**src/rtl/bpsk_bit_framer.sv**
```systemverilog
// rtl/bpsk_bit_framer.sv - preamble + MSB-first payload serializer feeding the BPSK modulator
//
// Ports:
//   clk          sample clock, all logic on its rising edge
//   rst          asynchronous active-high reset
//   s_data       payload byte
//   s_valid      s_data / s_last valid
//   s_last       final byte of the frame
//   s_ready      registered; block can accept a byte this cycle
//   bit_out      serial bit to the modulator input
//   mod_en       modulator enable, high for the whole frame
//   sym_strobe   one-cycle pulse on the first clock of every symbol
//   frame_active high while sending preamble or payload
//   underrun     one-cycle pulse when a frame is abandoned for lack of data
module bpsk_bit_framer #(
    parameter int                      SAMPLES_PER_SYMBOL = 20,
    parameter int                      PREAMBLE_LEN       = 16,
    parameter logic [PREAMBLE_LEN-1:0] PREAMBLE           = 16'hAAAA
) (
    input  logic       clk,
    input  logic       rst,
    input  logic [7:0] s_data,
    input  logic       s_valid,
    input  logic       s_last,
    output logic       s_ready,
    output logic       bit_out,
    output logic       mod_en,
    output logic       sym_strobe,
    output logic       frame_active,
    output logic       underrun
);

    localparam int SCW = $clog2(SAMPLES_PER_SYMBOL);
    localparam int BIW = $clog2(PREAMBLE_LEN) + 1;
    localparam logic [SCW-1:0] SYM_LAST = SCW'(SAMPLES_PER_SYMBOL - 1);
    localparam logic [BIW-1:0] BI_TOP   = BIW'(PREAMBLE_LEN - 1);

    typedef enum logic [1:0] {
        S_IDLE     = 2'd0,
        S_PREAMBLE = 2'd1,
        S_PAYLOAD  = 2'd2
    } state_t;

    state_t state;
    state_t state_next;

    logic [SCW-1:0]          sym_cnt;
    logic [BIW-1:0]          bit_idx;
    logic [2:0]              bit_cnt;
    logic [7:0]              shift_reg;
    logic [7:0]              hold_buf;
    logic                    hold_full;
    logic                    last_pending;
    logic                    ready_q;
    logic                    underrun_q;

    logic                    xfer;
    logic                    sym_end;
    logic                    pre_done;
    logic                    byte_end;
    logic                    load;
    logic                    frame_end;
    logic                    abort;
    logic [PREAMBLE_LEN-1:0] pre_shift;

    assign xfer      = s_valid & ready_q;
    assign sym_end   = (sym_cnt == SYM_LAST);
    assign pre_done  = (state == S_PREAMBLE) && sym_end && (bit_idx == '0);
    assign byte_end  = (state == S_PAYLOAD) && sym_end && (bit_cnt == 3'd0);
    // The hold buffer is always full during the preamble, so pre_done is a load.
    assign load      = pre_done | (byte_end & hold_full);
    assign frame_end = byte_end & ~hold_full;
    // Byte boundary with nothing queued and no s_last seen: abandon the frame.
    assign abort     = frame_end & ~last_pending;
    // Shift rather than index so the selector width never exceeds the pattern.
    assign pre_shift = PREAMBLE >> bit_idx;

    assign s_ready   = ready_q;
    assign underrun  = underrun_q;

    // State register
    always_ff @(posedge clk or posedge rst) begin
        if (rst) begin
            state <= S_IDLE;
        end else begin
            state <= state_next;
        end
    end

    // Next-state logic
    always_comb begin
        state_next = state;
        case (state)
            S_IDLE: begin
                // hold_full covers a byte accepted on the same edge as an abort.
                if (xfer || hold_full) begin
                    state_next = S_PREAMBLE;
                end
            end
            S_PREAMBLE: begin
                if (pre_done) begin
                    state_next = S_PAYLOAD;
                end
            end
            S_PAYLOAD: begin
                if (frame_end) begin
                    state_next = S_IDLE;
                end
            end
            default: state_next = S_IDLE;
        endcase
    end

    // Output logic
    always_comb begin
        bit_out      = 1'b0;
        mod_en       = 1'b0;
        frame_active = 1'b0;
        sym_strobe   = 1'b0;
        case (state)
            S_PREAMBLE: begin
                bit_out      = pre_shift[0];
                mod_en       = 1'b1;
                frame_active = 1'b1;
                sym_strobe   = (sym_cnt == '0);
            end
            S_PAYLOAD: begin
                bit_out      = shift_reg[7];
                mod_en       = 1'b1;
                frame_active = 1'b1;
                sym_strobe   = (sym_cnt == '0);
            end
            default: ;
        endcase
    end

    // Counters, shift register, hold buffer and handshake
    always_ff @(posedge clk or posedge rst) begin
        if (rst) begin
            sym_cnt      <= '0;
            bit_idx      <= '0;
            bit_cnt      <= '0;
            shift_reg    <= '0;
            hold_buf     <= '0;
            hold_full    <= 1'b0;
            last_pending <= 1'b0;
            ready_q      <= 1'b0;
            underrun_q   <= 1'b0;
        end else begin
            if ((state == S_IDLE) || (state_next != state) || sym_end) begin
                sym_cnt <= '0;
            end else begin
                sym_cnt <= sym_cnt + SCW'(1);
            end

            if ((state == S_IDLE) && (state_next == S_PREAMBLE)) begin
                bit_idx <= BI_TOP;
            end else if ((state == S_PREAMBLE) && sym_end && (bit_idx != '0)) begin
                bit_idx <= bit_idx - BIW'(1);
            end

            if (load) begin
                bit_cnt   <= 3'd7;
                shift_reg <= hold_buf;
            end else if ((state == S_PAYLOAD) && sym_end) begin
                bit_cnt   <= bit_cnt - 3'd1;
                shift_reg <= {shift_reg[6:0], 1'b0};
            end

            if (xfer) begin
                hold_buf <= s_data;
            end

            // xfer and load never coincide: ready_q is low whenever hold_full is set.
            if (xfer) begin
                hold_full <= 1'b1;
            end else if (load) begin
                hold_full <= 1'b0;
            end

            if (xfer && s_last) begin
                last_pending <= 1'b1;
            end else if (frame_end) begin
                last_pending <= 1'b0;
            end

            // Built from the pre-edge flags, so a freed slot shows one edge later.
            ready_q    <= ~hold_full & ~last_pending & ~xfer;
            underrun_q <= abort;
        end
    end

endmodule

```
**config.mk**
```make
export PLATFORM = sky130hd
export DESIGN_NAME = bpsk_bit_framer
export DESIGN_NICKNAME = d
export VERILOG_FILES = /design/src/rtl/bpsk_bit_framer.sv
export SDC_FILE = /design/constraint.sdc
export NUM_CORES = 1
export LEC_CHECK = 0
export CAP_MARGIN = 10
export CORE_ASPECT_RATIO = 0.5
export CORE_MARGIN = 5
export CORE_UTILIZATION = 51
export DETAILED_ROUTE_END_ITERATION = 6
export GPL_TIMING_DRIVEN = 0
export PLACE_DENSITY = 0.75
export RECOVER_POWER = 25
export SLEW_MARGIN = 20
export SYNTH_ARGS = -nofsm -noshare
export SYNTH_HDL_FRONTEND = slang
export SYNTH_SLANG_ARGS = --single-unit
```
**constraint.sdc**
```tcl
create_clock -name clk -period 1.8 [get_ports clk]
set_input_delay 0.36 -clock clk [delete_from_list [all_inputs] [get_ports clk]]
set_output_delay 0.36 -clock clk [all_outputs]
set_load 0.02 [all_outputs]
```
==> summary by stage <==
Status
The flow ran to the end, but the final reports show violations. The final reports fail on setup timing.

Placement
The minimum setup slack after placement is -0.465 ns. The final RePlAce weighted congestion is 0.770. Once detailed placement completed, the half-perimeter wirelength came to 2.33 mm. In this run the tool buffered the top-level ports with 17 buffer cells.

The post-placement cell count is 227. The placed instances occupy a cell area of 0.00209 mm².

Synth
Counting flops with an async set or reset pin after synthesis yields a share of 1.00. The most used flip-flop cell after synthesis is dfrtp_1. The area of the mapped netlist is 0.00184 mm². For this run, the register share of the synthesized area comes to 0.476.

Counting flops with a built-in enable in the synthesized netlist gives 0. Synthesis handed over a netlist of 159 instances. The total of flip-flops plus latches after synthesis is 35.

The post-synth net total is 181. The average size of a mapped cell is 11.6 µm². For this run, the number of Yosys warnings is 0. Counting distinct cell types in the post-synthesis netlist gives 41.

Power
The share of total power dissipated in combinational logic is 0.026. The fraction of power spent switching nets is 0.209. The worst vdd rail ir drop is 0.000432 V. For this design the static power due to leakage is 1.17 nW. The total power consumption of the routed design is 1.46 mW. The share of total power dissipated in sequential elements is 0.538.

The fraction of power consumed by the clock network is 0.436. The power per cell area is 580 mW/mm². The internal portion of the total power is 1.16 mW. Summed over all nets, the switching power comes to 305 µW.

Run
The number of max-cap violations is 0.

Setup path
In this run the worst path has a maximum fanout of 3. STA classifies the critical path endpoint as an output port. The arrival time of data at the critical path endpoint is 1.51 ns. The endpoint of the most critical setup path is sym_strobe. The type of element launching the critical path is a flop. The slack of the worst reg-to-reg path is -0.03 ns. The number of cell instances on the worst register-to-register path is 7. The beginning of the worst register-to-register path is state[0]. The launching instance or port of the critical path is sym_cnt[0]. The critical path in this run is classified as reg -> out. The data required time at the worst endpoint is 1.44 ns.

The endpoint identified for the worst register-to-register timing path is sym_cnt[3].

Clock network
The clock network latency to the later pin of the worst-skew pair is 0.29 ns. The total CTS buffers is 5. The clock transition time at the flip-flop clock pins of the worst setup and hold paths is 0.08 ns. Buffers inserted to repair hold after CTS numbered 0. In this run the number of H-tree levels came out at 2. The number of buffers on the longest clock path is 2. The clock sink count is 35. The clock tree from TritonCTS is yes. The tree is rooted in a clkbuf_8.

STA
The worst pin sits at a relative slew slack of 0.508. Static timing analysis puts the maximum clock frequency at 535 MHz. The final cycle utilization of the critical path is 1.04. For the pin with the worst max-slew slack, the measured transition is 0.738 ns. The final hold violation count is 0. For the final routed database, the setup TNS stands at -0.207 ns. On the final layout, the worst hold slack is 0.448 ns. After layout, the minimum clock period comes to 1.87 ns.

The final setup slack of the worst path is -0.0680 ns. Setup violations remaining at the end of the flow were counted as 14. The total count of max-transition violations in the final report is 0.

Setup repair after global routing could not meet its margin everywhere. The clock arrives with 0.00900 ns of skew.

Drt
Using the TritonRoute via totals, the vias-per-cell ratio works out to 5.56. The final layout contains routed wiring with a total length of 4.48 mm. Detailed routing inserted a total of 1,440 vias.

For this block, the initial DRC count from the detailed router was 70. The post-detailed-route wirelength per cell is 17.3 µm. The number of DRC violations after detailed routing is 0. The first detailed-routing pass took 4 iterations. The detail route stage leaves a number of antenna-violating nets equal to 0.

Final layout
The area overhead of the layout relative to synthesis is 37.0%. In the final layout, the multi-input gates occupy 0.00102 mm². The most frequent standard cell in the layout excluding fill and tap cells is dfrtp_1. After filler insertion, the fill cell instance count of the layout stands at 227.

After the flow finishes, the layout carries non-filler instances totaling 259. At the end of the flow, the number of nets in the layout was 229. After routing the design area is 0.00252 mm². Leaving out fill and tap cells, the most frequent cells in the layout are dfrtp_1 (34), buf_4 (26), mux2_2 (14).

The register cell area after layout is 877 µm². The utilization of the core after routing is 0.730. The antenna diode count is 0. Of the cells placed in the final design, the portion with a size suffix greater than 1 is 0.423.

Floorplanning
The die covers 0.00498 mm². The die is 94.9 µm wide. The core region is 0.00345 mm².

During I/O placement, the number of pins put on the boundary was 18. After floorplanning, the core was divided into 15 placement rows. The die is 52.5 µm tall. For this configuration, the core starts out at a cell density of 0.533.

Min path
The class of the tightest hold or removal check is reg -> reg.

Global route
The number of global-route vias before repair is 1,430. Across every metal layer, demand over resource in global routing totals 0.180. The pin count of the biggest net entering global routing is 36. The number of antenna violations at the first check in global routing is 0.

The wire length of the first global-routing pass is 6.70 mm. The total global routing overflow is 0.
## power groups by stage
| stage | logic (mW) | registers (mW) | clock network, mW |
|---|---|---|---|
| after floorplan | 0.0118 | 0.801 | 0 |
| after global placement | 0.0390 | 0.801 | 0 |
| after detailed placement | 0.0403 | 0.801 | 0 |
| after CTS | 0.0403 | 0.786 | 0.641 |
| after global routing | 0.0425 | 0.785 | 0.693 |
| final | 0.0378 | 0.786 | 0.637 |
## kinds of logic (layout without fill, tap and decap cells)
group / after synthesis / after routing / share of synthesized area
xor gates and xnor gates: 8 / 8 / 0.0381
adders and majority gates: 10 / 10 / 0.0680
DFF: 35 / 35 / 0.476
AOI/OAI and AO/OA: 22 / 22 / 0.0905
and+or+nand+nor: 43 / 43 / 0.130
buffers and inverters: 19 / 68 / 0.0510
muxes: 22 / 22 / 0.146
## worst max-delay path, cell delays in order (launching register included)
cell     delay [ns]
dfrtp_1        0.39
buf_4          0.15
inv_1          0.07
ha_2           0.19
nand2_2        0.05
nor4_2         0.17
buf_4          0.20
## worst min-delay path by stage
stage,startpoint,endpoint,slack [ns],depth (start not counted)
finish,last_pending,s_ready,0.45,1
floorplan,last_pending,s_ready,0.42,1
global placement,last_pending,s_ready,0.44,1
CTS,last_pending,underrun,0.45,1
detailed placement,last_pending,underrun,0.44,1
global route,last_pending,s_ready,0.48,1
## synth_stat cells, types with 5 or more instances
library cell  number  area, µm²
dfrtp_1           35        876
ha_1              10        125
inv_1             13       48.8
mux2_2            15        169
mux2_4             6       90.1
nand2_1            9       33.8
nand3_1            5       25.0
nor2_1             9       33.8
nor3_1             5       25.0
o21ai_0            6       30.0
xor2_1             5       43.8
## layer usage
layer  track usage  share of wire  wire length (µm)  up-vias
met5             0              0                 0        -
met4        0.0837          0.012                55        0
met3        0.0459          0.035               157        7
met2         0.303           0.49              2210       36
met1         0.219           0.46              2050      741
li1              -              -                 -      656
## repair_timing
action                     4_1_cts  5_1_grt
setup endpoints to repair       26       23
gates cloned                     0        1
gates resized for setup         33       19
pin swaps                        5       10
buffers inserted                11       13
## area by class of cell
type	instances	share of cell area
flip-flops and latches	35	0.348
multi-input cells	105	0.406
inverters	13	0.0214
plain buffers	5	0.0194
well taps	51	0.0253
clock buffers	8	0.0397
repair buffers	42	0.141
(Power assumes the default switching activity.)
